### config.mk
export PLATFORM = sky130hd
export DESIGN_NAME = mul_share_arb
export DESIGN_NICKNAME = d
export VERILOG_FILES = /design/src/rtl/mul_share_arb_pkg.sv /design/src/rtl/mul_arb_rspq.sv /design/src/rtl/mul_share_arb.sv
export SDC_FILE = /design/constraint.sdc
export NUM_CORES = 1
export LEC_CHECK = 0
export ABC_CLOCK_PERIOD_IN_PS = 14350
export BUFFER_PORTS_ARGS = -buffer_cell sky130_fd_sc_hd__clkbuf_2
export CAP_MARGIN = 20
export CORE_AREA = 8 8 244 246
export CTS_CLUSTER_SIZE = 16
export DETAILED_ROUTE_END_ITERATION = 7
export DIE_AREA = 0 0 252 254
export PLACE_DENSITY = 0.66
export RECOVER_POWER = 50
export SLEW_MARGIN = 20
export SYNTH_ARGS = -nofsm -noshare
export SYNTH_HDL_FRONTEND = slang
export SYNTH_SLANG_ARGS = --single-unit
export TNS_END_PERCENT = 30
### constraint.sdc
create_clock -name clock -period 14.35 [get_ports clock]
set_input_delay 0.7175 -clock clock [delete_from_list [all_inputs] [get_ports clock]]
set_output_delay 0.7175 -clock clock [all_outputs]
set_load 0.02 [all_outputs]
### src/rtl/mul_share_arb_pkg.sv
// Shared definitions for the multiplier-sharing arbiter: requester tags,
// the multiply micro-command, default pipe depth / credit count and the
// tag-pipe entry type.
package mul_share_arb_pkg;

    // Requester identifiers carried through the tag pipe
    localparam logic MUL_REQ_A = 1'b0;
    localparam logic MUL_REQ_B = 1'b1;

    // Micro-command for a 32x32 multiply on the shared unit
    localparam logic [8:0] JX2_UCMD_MUL3 = 9'h0B3;

    // Default multiplier depth and per-requester credit / queue depth
    localparam int MUL_LAT_DEF = 2;
    localparam int CRED_DEF    = 3;

    // One slot of the tag pipe: is an op in this stage, and whose is it
    typedef struct packed {
        logic valid;
        logic who;
    } mul_tag_t;

endpackage

### src/rtl/mul_arb_rspq.sv
// Per-requester response FIFO. Holds multiplier results until the owning
// requester takes them. Push and pop on the same edge are both honoured;
// a push into a full queue is dropped (the owner's credits prevent it).
module mul_arb_rspq #(
    parameter int DEPTH = 3,
    parameter int W     = 64
) (
    input  logic         clk,
    input  logic         rst,
    input  logic         push,
    input  logic [W-1:0] push_data,
    input  logic         pop,
    output logic         full,
    output logic         empty,
    output logic [W-1:0] head
);

    localparam int PW = (DEPTH > 1) ? $clog2(DEPTH) : 1;
    localparam int CW = $clog2(DEPTH + 1);

    logic [W-1:0]  mem [DEPTH];
    logic [PW-1:0] wr_ptr;
    logic [PW-1:0] rd_ptr;
    logic [CW-1:0] count;
    logic          push_ok;
    logic          pop_ok;

    // Pointer advance with wrap at DEPTH (DEPTH need not be a power of two)
    function automatic logic [PW-1:0] ptr_inc(input logic [PW-1:0] p);
        return (p == PW'(DEPTH - 1)) ? '0 : p + 1'b1;
    endfunction

    assign full    = (count == CW'(DEPTH));
    assign empty   = (count == '0);
    assign head    = mem[rd_ptr];
    assign push_ok = push && !full;
    assign pop_ok  = pop && !empty;

    // Storage, pointers and occupancy count
    always_ff @(posedge clk or posedge rst) begin
        if (rst) begin
            wr_ptr <= '0;
            rd_ptr <= '0;
            count  <= '0;
            for (int i = 0; i < DEPTH; i++) mem[i] <= '0;
        end else begin
            if (push_ok) begin
                mem[wr_ptr] <= push_data;
                wr_ptr      <= ptr_inc(wr_ptr);
            end
            if (pop_ok) rd_ptr <= ptr_inc(rd_ptr);
            if (push_ok && !pop_ok)      count <= count + 1'b1;
            else if (!push_ok && pop_ok) count <= count - 1'b1;
        end
    end

endmodule

### src/rtl/mul_share_arb.sv
// Shares one pipelined 32x32 multiplier between requester A (lane-1 EX)
// and requester B (mul/div sequencer). Grants at most one op per unheld
// cycle, tags it through a MUL_LAT-deep pipe and lands the result in the
// issuing requester's response queue. Credits bound in-flight + queued
// results per requester so the queue can never overflow.
//
// Build option: JX2_MULARB_FIXPRI_EN selects fixed priority (A always
// beats B, B may starve); otherwise contended cycles alternate A/B.
//
// Handshakes: reqXAck is a same-cycle combinational answer to reqXValid;
// an op transfers on an edge where valid && ack. rspXValid/rspXReady
// transfer on an edge where both are high; data holds while not taken.
module mul_share_arb
    import mul_share_arb_pkg::*;
#(
    parameter int MUL_LAT = MUL_LAT_DEF,
    parameter int CRED    = CRED_DEF
) (
    input  logic        clock,
    input  logic        reset,
    input  logic        exHold,
    input  logic        reqAValid,
    input  logic [63:0] reqARs,
    input  logic [63:0] reqARt,
    input  logic [8:0]  reqAUCmd,
    input  logic [8:0]  reqAUIxt,
    output logic        reqAAck,
    input  logic        reqBValid,
    input  logic [63:0] reqBRs,
    input  logic [63:0] reqBRt,
    input  logic [8:0]  reqBUCmd,
    input  logic [8:0]  reqBUIxt,
    output logic        reqBAck,
    output logic        rspAValid,
    input  logic        rspAReady,
    output logic [63:0] rspAData,
    output logic        rspBValid,
    input  logic        rspBReady,
    output logic [63:0] rspBData,
    output logic [63:0] mulRs,
    output logic [63:0] mulRt,
    output logic [8:0]  mulUCmd,
    output logic [8:0]  mulUIxt,
    output logic        mulHold,
    input  logic [63:0] mulRn
);

    localparam int CW = $clog2(CRED + 1);

    logic          elig_a, elig_b;
    logic          grant_a, grant_b;
    logic [CW-1:0] cred_a, cred_b;
    mul_tag_t      tag_pipe [MUL_LAT];
    mul_tag_t      tail;
    logic          push_a, push_b;
    logic          pop_a, pop_b;
    logic          full_a, full_b;
    logic          empty_a, empty_b;

`ifndef JX2_MULARB_FIXPRI_EN
    logic rr_ptr;
`endif

    // Eligibility and single-winner grant; nothing is granted under hold or reset
    always_comb begin
        elig_a  = reqAValid && (cred_a != '0) && !exHold && !reset;
        elig_b  = reqBValid && (cred_b != '0) && !exHold && !reset;
        grant_a = 1'b0;
        grant_b = 1'b0;
`ifdef JX2_MULARB_FIXPRI_EN
        grant_a = elig_a;
        grant_b = elig_b && !elig_a;
`else
        if (elig_a && elig_b) begin
            grant_a = (rr_ptr == MUL_REQ_A);
            grant_b = (rr_ptr == MUL_REQ_B);
        end else begin
            grant_a = elig_a;
            grant_b = elig_b;
        end
`endif
    end

    // Operand/command mux to the multiplier; all zero when nothing is granted
    always_comb begin
        mulRs   = '0;
        mulRt   = '0;
        mulUCmd = '0;
        mulUIxt = '0;
        if (grant_a) begin
            mulRs   = reqARs;
            mulRt   = reqARt;
            mulUCmd = reqAUCmd;
            mulUIxt = reqAUIxt;
        end else if (grant_b) begin
            mulRs   = reqBRs;
            mulRt   = reqBRt;
            mulUCmd = reqBUCmd;
            mulUIxt = reqBUIxt;
        end
    end

    assign reqAAck = grant_a;
    assign reqBAck = grant_b;
    assign mulHold = exHold;

`ifndef JX2_MULARB_FIXPRI_EN
    // Round-robin pointer: flips only on a contended grant
    always_ff @(posedge clock or posedge reset) begin
        if (reset)                rr_ptr <= MUL_REQ_A;
        else if (elig_a && elig_b) rr_ptr <= ~rr_ptr;
    end
`endif

    // Tag pipe tracks which requester owns each op inside the multiplier
    always_ff @(posedge clock or posedge reset) begin
        if (reset) begin
            for (int i = 0; i < MUL_LAT; i++) tag_pipe[i] <= '0;
        end else if (!exHold) begin
            tag_pipe[0].valid <= grant_a || grant_b;
            tag_pipe[0].who   <= grant_b ? MUL_REQ_B : MUL_REQ_A;
            for (int i = 1; i < MUL_LAT; i++) tag_pipe[i] <= tag_pipe[i-1];
        end
    end

    assign tail   = tag_pipe[MUL_LAT-1];
    assign push_a = !exHold && tail.valid && (tail.who == MUL_REQ_A);
    assign push_b = !exHold && tail.valid && (tail.who == MUL_REQ_B);
    assign pop_a  = rspAValid && rspAReady;
    assign pop_b  = rspBValid && rspBReady;

    // Credits: one per op issued but not yet consumed; same-edge take+return cancels
    always_ff @(posedge clock or posedge reset) begin
        if (reset) begin
            cred_a <= CW'(CRED);
            cred_b <= CW'(CRED);
        end else begin
            if (grant_a && !pop_a)
                cred_a <= cred_a - 1'b1;
            else if (!grant_a && pop_a && (cred_a != CW'(CRED)))
                cred_a <= cred_a + 1'b1;
            if (grant_b && !pop_b)
                cred_b <= cred_b - 1'b1;
            else if (!grant_b && pop_b && (cred_b != CW'(CRED)))
                cred_b <= cred_b + 1'b1;
        end
    end

    mul_arb_rspq #(.DEPTH(CRED), .W(64)) u_rspq_a (
        .clk       (clock),
        .rst       (reset),
        .push      (push_a),
        .push_data (mulRn),
        .pop       (pop_a),
        .full      (full_a),
        .empty     (empty_a),
        .head      (rspAData)
    );

    mul_arb_rspq #(.DEPTH(CRED), .W(64)) u_rspq_b (
        .clk       (clock),
        .rst       (reset),
        .push      (push_b),
        .push_data (mulRn),
        .pop       (pop_b),
        .full      (full_b),
        .empty     (empty_b),
        .head      (rspBData)
    );

    assign rspAValid = !empty_a;
    assign rspBValid = !empty_b;

    // Credits guarantee a result always has a free queue slot
    a_no_push_full_a: assert property (@(posedge clock) disable iff (reset) !(push_a && full_a));
    a_no_push_full_b: assert property (@(posedge clock) disable iff (reset) !(push_b && full_b));

endmodule

# Word level (Yosys, flattened, before mapping)

Index checks and enable logic that the tools add are counted.

Magnitude comparators: 6
Add/sub/neg operators: 12
Reductions and logical operators: 51
Mux-type cells: 35
Bitwise gates (word level): 6
Equal/unequal tests: 8

Operators by type and width:

| kind                                                       | count |
|---|---|
| 2-to-1 mux 64 bit                                          | 10 |
| bitwise mux 192 bit                                        | 2 |
| binary-select mux 64 bit (select 2 bit)                    | 2 |
| demux 64 bit (select 2 bit)                                | 2 |
| 2-to-1 mux 9 bit                                           | 4 |
| logical AND 1 bit                                          | 28 |
| 2-to-1 mux 2 bit                                           | 12 |
| adder 2 x 1 -> 2 bit, second input constant                | 8 |
| logical NOT 1 bit                                          | 14 |
| equality test 2 bit, second input constant                 | 6 |
| greater-or-equal comparator 3 bit, second input constant   | 4 |
| NOT 2 -> 3 bit                                             | 4 |
| nonzero test 2 bit                                         | 6 |
| subtractor 2 x 1 -> 2 bit, second input constant           | 4 |
| less-than comparator 3 x 1 -> 1 bit, second input constant | 2 |
| logical NOT 2 bit                                          | 2 |
| inequality test 2 bit, second input constant               | 2 |
| 2-to-1 mux 1 bit                                           | 3 |
| NOT 1 bit                                                  | 2 |
| logical OR 1 bit                                           | 1 |

Bits of input ports: 363
Word-level logic and storage cells: 137
Register bits after elaboration: 405

# Depth between registers and ports, before layout

Gate-level depths: netlist of the first run.

Word-level depth: 11
Mapped depth: 8
Depth with buffers taken out: 7

# By module

Synthesis of the first run repeated with hierarchy kept, for this count alone.

Cells, all modules: 1518
Area total of the unflattened synthesis: 20435.8 um^2

By module, submodules not included:

| module                  | area an instance (um^2) | seq. area each (um^2) | cells an instance | instances |
|---|---|---|---|---|
| mul_arb_rspq (u_rspq_b) | 9225.1                  | 4954.8                | 646               | 1 |
| mul_arb_rspq (u_rspq_a) | 9200.1                  | 4954.8                | 646               | 1 |
| mul_share_arb           | 2010.7                  | 230.2                 | 226               | 1 |

# Worst setup path after synthesis of the first run

No wires, ideal clock.

Kind: input-to-output
Start point: input port exHold
End point: output port mulRt[49]
Cell stages on the path: 6
Data arrival time: 1949 ps
Path buffers: 4
Slack: 11683 ps
Cell sequence: buf_6 or2_2 clkbuf_1 clkbuf_1 clkbuf_1 nor2_1

Word-level cells in the longest chain between the ends: 7
Elaborated cells on any way between the ends: 10

Ends and longest elaborated chain:

| element                                                   | RTL line                                 | source |
|---|---|---|
| from (decl)                                               | mul_share_arb.sv:21                      | `input logic exHold,` |
| logical NOT 1 bit (*)                                     | mul_share_arb.sv:66, mul_share_arb.sv:67 |  |
| logical AND 1 bit, on equally long branches (2 in series) | mul_share_arb.sv:66, mul_share_arb.sv:67 |  |
| logical AND 1 bit                                         | mul_share_arb.sv:74                      | `if (elig_a && elig_b) begin` |
| 2-to-1 mux 1 bit                                          | mul_share_arb.sv:74                      |  |
| 2-to-1 mux 64 bit                                         | mul_share_arb.sv:95                      | `end else if (grant_b) begin` |
| 2-to-1 mux 64 bit (*)                                     | mul_share_arb.sv:90                      | `if (grant_a) begin` |
| to (decl)                                                 | mul_share_arb.sv:41                      | `output logic [63:0] mulRt,` |

Every way passes the cells marked *; elsewhere a longest branch is shown, timed or not.

==> summary.md, run 1 <==
| Metric | Value |
|---|---|
| Met3 Usage GRT | 0.0655 |
| Number of I/O port buffers | 641 |
| Count of instances resized after the clock tree is built | 0 |
| Clock skew | 0.0187 ns |
| Syn Std Cell Area | 0.0208 mm2 |
| Die Y-Extent | 254 um |
| Starting utilization of the core area | 0.373 |
| Final hold violation count | 0 |
| Count of maximum capacitance violations | 16 |
| Flops & latches, synth | 405 |
| Switching power as a share of total power | 0.223 |
| Area used by multi-input combinational logic | 0.00905 mm2 |
| Clk pwr share | 0.473 |
| Proportion of power drawn by flip-flops and latches | 0.482 |
| Buf/Inv on CP | 3 |
| RePlAce Congestion | 1.00 |
| Number of warnings issued by yosys | 0 |
| Crit-path max FO | 136 |
| CTS clk-pin slew, worst paths | 0.06 ns |
| Vias per cell | 5.32 |
| Outcome | finished with violations |
| Violations in the final reports | capacitance limit, slew limit |
| Number of antenna violations at the first check in global routing | 60 |
| CTS tree | built |
| Worst Max-Slew Pin Slew | 5.98 ns |
| Max-slew violation total from the final report | 805 |
| First-pass iteration count of the detailed router | 6 |
| Area overhead of the layout relative to synthesis | 20.3% |
| Area of the core | 0.0557 mm2 |
| Most prevalent standard cell on the critical path | sky130_fd_sc_hd__clkbuf_1 |
| Width of the die | 252 um |
| Largest buffer count on any clock path | 3 |
| Buffers inserted by post-CTS timing repair | 0 |
| Global routing usage on met2 | 0.474 |
| Distinct cell type count of the synthesized netlist | 43 |
| Number of synthesized flops with an enable pin | 0 |
| Vias | 16.4k |
| Largest stage delay on the critical path | 3.26 ns |
| Startpoint type of the worst setup path | input pin |
| Total number of nets in the final design | 2628 |
| Syn Nets | 2056 |
| Unrepaired setup endpoints after global routing | false |
| Routed length per placed instance | 28.7 um |
| Maximum ir drop on the vdd rail | 0.0839 mV |
| Post-route clock period utilization | 0.530 |
| Placed wire-length estimate after detailed placement | 66700 um |
| DR DRC count | 0 |
| Via count of the first global-routing pass | 17.0k |
| CP endpoint kind | asynchronous set/reset pin |
| Num ports | 642 |
| Sequential cell area fraction in the yosys report | 0.488 |
| Time the worst path needs with I/O delays and setup | 7.60 ns |
| Clock root buffer master | sky130_fd_sc_hd__clkbuf_16 |
| Maximum number of pins on one net before global-route repair | 203 |
| Sequential cell area | 0.0101 mm2 |
| Tightest slew margin relative to the limit | -2.99 |
| Worst Setup Slack post-DPL | 10.28 ns |
| Peak clock frequency supported by timing | 132 MHz |
| Layout cells sized above 1 | 0.407 |
| GR met1 Demand/Resource | 0.306 |
| Routing layer with the top usage in global route | met2 |
| Clock tree sinks | 405 |
| Post-synthesis average cell area | 12.3 um2 |
| Floorplan row count | 87 |
| Worst min-delay path category | input pin to flop |
| First-pass GRT wire length | 125000 um |
| Net switching power of the design | 0.000529 W |
| Area of the die | 0.0640 mm2 |
| Post-Route Setup TNS | 0 ns |
| Cts bufs inserted | 43 |
| Arrival time reported for the critical path endpoint | 6.91 ns |
| Async SR Flop Fraction | 1.00 |
| Series of cell instances along the critical path | clkbuf_1, clkinvlp_2, clkbuf_1 |
| Final ANT Viol Nets | 0 |
| Final-report setup violation count | 0 |
| Power density over cell area | 94.8 mW/mm2 |
| Flop2flop setup slack | 9.23 ns |
| Initial DRC count | 1091 |
| Prevailing post-synth register cell | sky130_fd_sc_hd__dfrtp_1 |
| Total wire length | 88100 um |
| Power Internal | 0.00184 W |
| Clk_lat worst skew | 0.57 ns |
| Global route total overflow | 0 |
| GRT Overall Usage | 0.268 |
| Slowest CP cell | sky130_fd_sc_hd__clkinvlp_2 |
| Depth of the CTS H-tree | 2 |
| Post-synthesis cell count | 1691 |
| Family with the most delay on the worst path | buffers and inverters |
| Fill cell instance count of the final layout | 5399 |
| Setup Crit Path Kind | input pin to asynchronous set/reset pin |
| Static Leakage | 12.6 nW |
| Critical path required time | 13.66 ns |
| Comb power frac | 0.046 |
| Final critical-path setup slack | 6.75 ns |
| Hold-fix buffer count after cts | 0 |
## power by group through the flow
stage | clock [W] | combinational [W] | sequential, W
6_report | 0.00112 | 0.000108 | 0.00114
5_1_grt | 0.00119 | 0.000118 | 0.00114
4_1_cts | 0.00115 | 0.000112 | 0.00114
3_5_place_dp | 0 | 0.000112 | 0.00116
3_3_place_gp | 0 | 0.000109 | 0.00116
2_1_floorplan | 0 | 0.0000260 | 0.00116
## flip-flops by register name (all words and copies together) (netlist names)
name             cells
cred_a               2
cred_b               2
rr_ptr               1
tag_pipe             4
u_rspq_a.count       2
u_rspq_a.mem       192
u_rspq_a.rd_ptr      2
u_rspq_a.wr_ptr      2
u_rspq_b.count       2
u_rspq_b.mem       192
u_rspq_b.rd_ptr      2
u_rspq_b.wr_ptr      2
## final timing paths
kind,startpoint,end,depth (start not counted)
max,reset,u_rspq_b.rd_ptr[0],3
min,mulRn[20],u_rspq_a.mem[84],2
max reg2reg,tag_pipe[1],u_rspq_b.mem[124],6
min reg2reg,tag_pipe[2],tag_pipe[2],1
max in group clock,u_rspq_a.rd_ptr[1],rspAData[60],4
min in group asynchronous,reset,tag_pipe[3],2
## kinds of logic after synthesis
| logic type | count (synthesis) | share of synthesized area |
|---|---|---|
| flops | 405 | 0.488 |
| compound gates | 298 | 0.0911 |
| xor+xnor | 8 | 0.00337 |
| simple gates | 318 | 0.0618 |
| mux | 515 | 0.311 |
| fa+ha+maj | 2 | 0.00120 |
| buf+inv | 145 | 0.0442 |
## cell usage after synthesis (all sizes together), types with 3 or more instances
library cell	number	area share
buf	99	0.036
nand3b	4	0.0016
nor2	152	0.027
nand3	3	0.0013
a21o	5	0.0018
xor2	5	0.0021
nor2b	3	0.0013
xnor2	3	0.0013
nand2	141	0.026
or2	3	0.00090
mux2	387	0.25
a22oi	146	0.053
clkbuf	39	0.0070
o21ai	133	0.032
a21oi	6	0.0014
inv	6	0.0011
dfrtp	401	0.48
dfstp	4	0.0051
nor3	8	0.0024
mux2i	128	0.062
## routing by layer
layer  wire, um  part of all wire
met2      44600              0.51
met4       4450             0.050
met5         38           0.00043
met3       6450             0.073
met1      32600              0.37
## metrics by stage
stage	power, W	std cells	hold slack, ns	utilization	area [um2]
after floorplan	0.00119	1691	0.450	-	20800
after global placement	0.00127	2972	0.461	0.436	24300
after detailed placement	0.00127	2972	0.473	0.436	24300
after CTS	0.00240	3051	0.429	0.462	25700
after global routing	0.00245	3064	0.429	0.448	25000
final	0.00237	3075	0.437	0.449	25000
## worst register-to-register path: stages (launching register included)
cell,delay [ns]
sky130_fd_sc_hd__dfrtp_1,0.37
sky130_fd_sc_hd__nor2b_4,0.13
sky130_fd_sc_hd__nand3_1,0.20
sky130_fd_sc_hd__clkinvlp_2,0.22
sky130_fd_sc_hd__nand3b_1,1.19
sky130_fd_sc_hd__clkbuf_1,2.37
sky130_fd_sc_hd__mux2_2,0.52
## placed cells by master, fill, tap and decap left out, types with 3 or more instances in the layout
master,synthesis,routed
sky130_fd_sc_hd__clkbuf_2,0,636
sky130_fd_sc_hd__dfrtp_1,401,398
sky130_fd_sc_hd__mux2_1,0,180
sky130_fd_sc_hd__mux2_2,169,169
sky130_fd_sc_hd__nor2_1,152,151
sky130_fd_sc_hd__a22oi_1,146,146
sky130_fd_sc_hd__nand2_1,140,141
sky130_fd_sc_hd__o21ai_0,131,132
sky130_fd_sc_hd__mux2i_1,128,128
sky130_fd_sc_hd__clkbuf_16,0,44
sky130_fd_sc_hd__mux2_4,218,38
sky130_fd_sc_hd__clkbuf_1,39,31
sky130_fd_sc_hd__diode_2,0,22
sky130_fd_sc_hd__nor3_1,6,8
sky130_fd_sc_hd__clkbuf_8,0,8
sky130_fd_sc_hd__buf_4,14,8
sky130_fd_sc_hd__clkinv_2,1,7
sky130_fd_sc_hd__a21oi_1,6,6
sky130_fd_sc_hd__a21o_1,5,5
sky130_fd_sc_hd__inv_1,5,5
sky130_fd_sc_hd__xor2_1,5,5
sky130_fd_sc_hd__nand3b_1,3,4
sky130_fd_sc_hd__nor2b_4,1,3
sky130_fd_sc_hd__nand3_1,2,3
sky130_fd_sc_hd__xnor2_1,3,3
sky130_fd_sc_hd__bufinv_16,0,3
sky130_fd_sc_hd__dfstp_2,4,3
## area by class of cell
type	instances	share of cell area
flip-flops and latches	405	0.406
multi-input cells	1141	0.362
repair buffers	665	0.134
clock buffers	64	0.0502
well taps	756	0.0378
clock inverters	15	0.00695
diodes	22	0.00220
inverters	7	0.00115
No activity file was read; power rests on OpenSTA's default activity.
==> inputs of run 2 (changes only) <==
- ABC_AREA: unset -> 1
- ABC_CLOCK_PERIOD_IN_PS: 14350 -> 6500
- CORE_AREA: 8 8 244 246 -> 8 8 240 242
- DIE_AREA: 0 0 252 254 -> 0 0 248 250
- clock period: 14.35 -> 6.5 ns (I/O delays scaled with it)
==> summary.md, run 2 <==
| Metric | Value |
|---|---|
| Num ports | 642 |
| Cts bufs inserted | 41 |
| Sequential cell area fraction in the yosys report | 0.536 |
| GRT Overall Usage | 0.291 |
| Maximum number of pins on one net before global-route repair | 191 |
| Startpoint type of the worst setup path | flop |
| Syn Std Cell Area | 0.0189 mm2 |
| Worst Max-Slew Pin Slew | 3.83 ns |
| Final hold violation count | 0 |
| Number of synthesized flops with an enable pin | 0 |
| Worst min-delay path category | input pin to flop |
| Area of the die | 0.0620 mm2 |
| Family with the most delay on the worst path | simple AND/OR/NAND/NOR gates |
| Global route total overflow | 0 |
| Largest registers | u_rspq_a.mem x192, u_rspq_b.mem x192, tag_pipe x4 |
| Maximum ir drop on the vdd rail | 0.259 mV |
| Setup Crit Path Kind | flop to flop |
| CP endpoint kind | flop |
| Violations in the final reports | capacitance limit, slew limit |
| Depth of the CTS H-tree | 2 |
| # placed instances | 3653 |
| Vias per cell | 5.06 |
| Area of the core | 0.0535 mm2 |
| Flops & latches, synth | 405 |
| Leading cell types in the layout, fill and taps excluded | sky130_fd_sc_hd__nand2_1, sky130_fd_sc_hd__clkbuf_2, sky130_fd_sc_hd__dfrtp_1 |
| Tightest slew margin relative to the limit | -1.55 |
| Top-count cell post-synth | sky130_fd_sc_hd__nand2_1 |
| Total wire length | 93600 um |
| Fill cell instance count of the final layout | 5528 |
| First-pass iteration count of the detailed router | 6 |
| Syn Nets | 2837 |
| Outcome | finished with violations |
| Commonest non-fill, non-tap cell in the layout | sky130_fd_sc_hd__nand2_1 |
| Distinct cell type count of the synthesized netlist | 20 |
| RePlAce Congestion | 1.06 |
| Starting utilization of the core area | 0.354 |
| Largest buffer count on any clock path | 3 |
| Total number of nets in the final design | 3365 |
| Clk_lat worst skew | 0.55 ns |
| Post-route insts no fill | 3761 |
| DR DRC count | 0 |
| Most instantiated cells after synthesis | sky130_fd_sc_hd__nand2_1, sky130_fd_sc_hd__dfrtp_1, sky130_fd_sc_hd__nand3_1 |
| Die Y-Extent | 250 um |
| Placed wire-length estimate after detailed placement | 71500 um |
| Series of cell instances along the critical path | a211oi_1, nand3_1, buf_4, nand2_1, o21ai_0 |
| Area overhead of the layout relative to synthesis | 26.6% |
| First-pass GRT wire length | 131000 um |
| CTS clk-pin slew, worst paths | 0.06 ns |
| Largest stage delay on the critical path | 1.94 ns |
| Buffers inserted by post-CTS timing repair | 0 |
| Static Leakage | 13.0 nW |
| Arrival time reported for the critical path endpoint | 4.75 ns |
| Routed length per placed instance | 24.9 um |
| Vias | 19.0k |
| Count of maximum capacitance violations | 6 |
| Post-route clock period utilization | 0.680 |
| Final-report setup violation count | 0 |
| Clock tree sinks | 405 |
| Post-synthesis cell count | 2472 |
| Number of antenna violations at the first check in global routing | 68 |
| Post-Route Setup TNS | 0 ns |
| Hold-fix buffer count after cts | 0 |
| Async SR Flop Fraction | 1.00 |
| Max-slew violation total from the final report | 492 |
| Width of the die | 248 um |
| Final ANT Viol Nets | 0 |
| Peak clock frequency supported by timing | 226 MHz |
| Clock root buffer master | sky130_fd_sc_hd__clkbuf_16 |
| Buf/Inv on CP | 1 |
| Clock skew | 0.0152 ns |
| Library cell with the largest summed area after synthesis | sky130_fd_sc_hd__dfrtp_1 |
| Floorplan row count | 85 |
| Power density over cell area | 431 mW/mm2 |
| Initial DRC count | 1828 |
| Number of I/O port buffers | 641 |
| Via count of the first global-routing pass | 17.8k |
| Post-synthesis average cell area | 7.65 um2 |
| Number of warnings issued by yosys | 0 |
| Slowest CP cell | sky130_fd_sc_hd__nand3_1 |
| Time the worst path needs with I/O delays and setup | 4.42 ns |
| CTS tree | built |
| Crit-path max FO | 65 |
| Critical path required time | 6.83 ns |
| Count of instances resized after the clock tree is built | 0 |
| Flop2flop setup slack | 2.08 ns |
| Layout cells sized above 1 | 0.243 |
| Prevailing post-synth register cell | sky130_fd_sc_hd__dfrtp_1 |
| Unrepaired setup endpoints after global routing | false |
| Fraction of post-synthesis cell area in the top cell type by area | 0.531 |
| Synth top area cells | sky130_fd_sc_hd__dfrtp_1, sky130_fd_sc_hd__nand2_1, sky130_fd_sc_hd__nand3_1 |
-- run 2: final timing paths --
| path | from | to | cells past startpoint |
|---|---|---|---|
| worst max-delay path | u_rspq_a.count[0] | u_rspq_a.mem[184] | 5 |
| worst min-delay path | mulRn[44] | u_rspq_a.mem[108] | 3 |
| worst max register to register | u_rspq_a.count[0] | u_rspq_a.mem[184] | 5 |
| worst min register to register | tag_pipe[3] | tag_pipe[1] | 2 |
| max in group asynchronous | reset | u_rspq_b.rd_ptr[0] | 3 |
| min in group asynchronous | reset | u_rspq_a.mem[74] | 3 |
-- run 2: cell type report --
type,count,area [um2],area share
antenna,33,82.6,0.00345
clock buffer,60,1250,0.0521
clock inverter,15,233,0.00972
inverter,88,339,0.0142
multi-input combinational,1806,7700,0.321
sequential,405,10100,0.424
tap,696,871,0.0364
timing repair buffer,658,3330,0.139
-- run 2: layer usage --
metal,up-vias,part of all wire,global-route usage
li1,9005,-,-
met1,9012,0.37,0.339
met2,812,0.50,0.500
met3,175,0.090,0.0778
met4,18,0.041,0.118
met5,-,0.0013,0
-- run 2: kinds of logic after synthesis --
group | count (synthesis) | synth area share
xor+xnor | 4 | 0.00185
simple gates | 1397 | 0.296
buf+inv | 261 | 0.0575
fa+ha+maj | 2 | 0.00132
flops | 405 | 0.536
compound gates | 403 | 0.108
-- run 2: worst min-delay path, cell delays in order --
cell	delay (ns)
sky130_fd_sc_hd__clkbuf_2	0.07
sky130_fd_sc_hd__inv_1	0.08
sky130_fd_sc_hd__o21ai_1	0.14
-- run 2: power by group --
part / total [W] / switching (W) / internal, W / leakage (nW)
registers: 0.00415 / 0.000670 / 0.00348 / 5.37
logic: 0.00363 / 0.00249 / 0.00114 / 6.86
clock network: 0.00255 / 0.00101 / 0.00154 / 0.731
-- run 2: per-stage QoR --
| stage | setup WS [ns] | utilization | hold slack, ns | cell area (um2) | power [W] |
|---|---|---|---|---|---|
| floorplan | 0.723 | - | 0.432 | 18900 | 0.00637 |
| global placement | 3.10 | 0.421 | 0.452 | 22500 | 0.00780 |
| detailed placement | 3.13 | 0.421 | 0.468 | 22500 | 0.00787 |
| CTS | 2.59 | 0.448 | 0.0824 | 24000 | 0.0104 |
| global route | 1.56 | 0.447 | 0.0952 | 23900 | 0.0110 |
| finish | 2.08 | 0.448 | 0.0970 | 24000 | 0.0103 |
==> inputs of run 3 (changes only) <==
- ABC_CLOCK_PERIOD_IN_PS: 6500 -> 3600
- clock period: 6.5 -> 3.6 ns (I/O delays scaled with it)
==> summary.md, run 3 (synthesis results as in run 2) <==
| Metric | Value |
|---|---|
| Routing layer with the top usage in global route | met2 |
| Area overhead of the layout relative to synthesis | 29.5% |
| Largest registers | u_rspq_a.mem x192, u_rspq_b.mem x192, tag_pipe x4 |
| Placed wire-length estimate after detailed placement | 72500 um |
| Final-report setup violation count | 0 |
| Final ANT Viol Nets | 0 |
| Count of instances resized after the clock tree is built | 0 |
| Post-placement cell area | 0.0228 mm2 |
| Hold-fix buffer count after cts | 47 |
| Family with the most delay on the worst path | buffers and inverters |
| Startpoint of the worst-slack reg-to-reg timing path | u_rspq_b.count[0] |
| Area used by multi-input combinational logic | 0.00775 mm2 |
| Commonest non-fill, non-tap cell in the layout | sky130_fd_sc_hd__nand2_1 |
| Cts bufs inserted | 40 |
| Sequential cell area | 0.0101 mm2 |
| Layout cells sized above 1 | 0.244 |
| Startpoint type of the worst setup path | input pin |
| Largest stage delay on the critical path | 0.55 ns |
| Setup Crit Path Kind | input pin to primary output |
| Hold wc startpoint | mulRn[26] |
| Vias per cell | 5.07 |
| Global routing usage on met2 | 0.506 |
| GR met1 Demand/Resource | 0.345 |
| First-pass GRT wire length | 130000 um |
| Area of the die | 0.0620 mm2 |
| CTS clk-pin slew, worst paths | 0.06 ns |
| Initial DRC count | 1805 |
| Proportion of power drawn by flip-flops and latches | 0.394 |
| Fill cell instance count of the final layout | 5498 |
| Clk pwr share | 0.225 |
| Routed length per placed instance | 24.5 um |
| Tightest slew margin relative to the limit | -0.193 |
| Unrepaired setup endpoints after global routing | false |
| Switching power as a share of total power | 0.409 |
| Peak clock frequency supported by timing | 313 MHz |
| Number of I/O port buffers | 641 |
| Time the worst path needs with I/O delays and setup | 3.19 ns |
| Die Y-Extent | 250 um |
| Final hold violation count | 0 |
| Floorplan row count | 85 |
| Crit-path max FO | 54 |
| Worst Max-Slew Pin Slew | 1.79 ns |
| Via count of the first global-routing pass | 18.1k |
| Most prevalent standard cell on the critical path | sky130_fd_sc_hd__nand2_1 |
| Finished Core Util | 0.458 |
| Slowest CP cell | sky130_fd_sc_hd__o21ai_0 |
| GRT Overall Usage | 0.288 |
| Post-Layout Inst Area | 0.0245 mm2 |
| Post-route clock period utilization | 0.886 |
| Static Leakage | 13.2 nW |
| Critical path required time | 3.42 ns |
| Arrival time reported for the critical path endpoint | 3.01 ns |
| Leading cell types in the layout, fill and taps excluded | sky130_fd_sc_hd__nand2_1, sky130_fd_sc_hd__clkbuf_2, sky130_fd_sc_hd__dfrtp_1 |
| Vias | 19.3k |
| Maximum number of pins on one net before global-route repair | 109 |
| Buf/Inv on CP | 6 |
| Buffers inserted by post-CTS timing repair | 0 |
| First-pass iteration count of the detailed router | 6 |
| Worst hold slack across all endpoints | 0.00725 ns |
| Depth of the CTS H-tree | 2 |
| Power density over cell area | 753 mW/mm2 |
| Worst min-delay path category | input pin to flop |
| Total number of nets in the final design | 3431 |
| DR DRC count | 0 |
| Outcome | finished with violations |
| Clk_lat worst skew | 0.54 ns |
| Clock skew | 0.0129 ns |
| Maximum ir drop on the vdd rail | 0.431 mV |
| Width of the die | 248 um |
| Comb power frac | 0.381 |
| Met3 Usage GRT | 0.0657 |
| CTS tree | built |
| Largest buffer count on any clock path | 3 |
| Max-slew violation total from the final report | 184 |
| Number of antenna violations at the first check in global routing | 59 |
| Power Internal | 0.0109 W |
| Count of maximum capacitance violations | 3 |
| RePlAce Congestion | 0.981 |
| Starting utilization of the core area | 0.354 |
| Area of the core | 0.0535 mm2 |
| Num ports | 642 |
| Global route total overflow | 0 |
| Worst setup path start | exHold |
| Series of cell instances along the critical path | dlygate4sd3_1, clkbuf_1, nor2_1, nand3_1, o21ai_0, inv_4, buf_12, buf_4, nand2_1, nand2_1, clkbuf_2 |
| Violations in the final reports | capacitance limit, slew limit |
| Net switching power of the design | 0.00754 W |
| Total wire length | 93100 um |
| CP endpoint kind | primary output |
| Clock tree sinks | 405 |
| Clock root buffer master | sky130_fd_sc_hd__clkbuf_16 |
-- run 3: cell count changes in the layout (fill, tap and decap cells not counted), moves of 4 or more --
| cell | previous run | this run |
|---|---|---|
| sky130_fd_sc_hd__o21ai_0 | 272 | 231 |
| sky130_fd_sc_hd__dlygate4sd3_1 | 0 | 47 |
| sky130_fd_sc_hd__buf_12 | 1 | 9 |
| sky130_fd_sc_hd__o21ai_1 | 126 | 167 |
| sky130_fd_sc_hd__buf_4 | 13 | 22 |
| sky130_fd_sc_hd__clkbuf_1 | 9 | 13 |
| sky130_fd_sc_hd__diode_2 | 33 | 21 |
| sky130_fd_sc_hd__clkbuf_8 | 15 | 9 |
-- run 3: final cells by class --
class,instances,area share
tap,696,0.0356
antenna,21,0.00215
inverter,88,0.0137
sequential,405,0.414
clock inverter,10,0.00409
multi-input combinational,1806,0.316
clock buffer,58,0.0482
timing repair buffer,725,0.165
-- run 3: stage by stage --
stage                     power (W)  instances  setup TNS [ns]  setup WS, ns
final                        0.0184       3809               0         0.410
after global routing         0.0196       3802               0         0.201
after floorplan              0.0115       2472         -817.13         -2.03
after detailed placement     0.0144       3673               0          1.15
after global placement       0.0142       3673               0          1.17
after CTS                    0.0186       3788               0         0.587
-- run 3: worst reg2reg max path: cells and delay by family (launching register included) --
family,cells,cell delay (ns)
AO/OA/AOI/OAI,2,0.16
buffers and inverters,2,0.66
flip-flops,1,0.39
AND/OR/NAND/NOR,3,1.64
-- run 3: power by group through the flow --
| stage | Clock, W | Combinational, W | Sequential [W] |
|---|---|---|---|
| floorplan | 0 | 0.00447 | 0.00703 |
| global placement | 0 | 0.00698 | 0.00724 |
| detailed placement | 0 | 0.00709 | 0.00729 |
| CTS | 0.00422 | 0.00714 | 0.00724 |
| global route | 0.00441 | 0.00769 | 0.00746 |
| finish | 0.00415 | 0.00703 | 0.00726 |
-- run 3: path summary, 6_finish.rpt --
path                                           to  slack, ns  depth (start not counted)
worst max-delay path                    mulRs[48]       0.41                         11
worst min-delay path            u_rspq_a.mem[154]      0.007                          3
worst max register to register   u_rspq_b.mem[28]       0.62                          7
worst min register to register  u_rspq_b.count[0]       0.47                          1
max in group asynchronous        u_rspq_a.mem[99]       1.06                          4
min in group asynchronous       u_rspq_b.mem[133]       0.53                          3
-- run 3: routing by layer --
metal	share of wire	wire, um
met5	0.00071	66
met4	0.042	3910
met3	0.079	7380
met2	0.50	46300
met1	0.38	35500
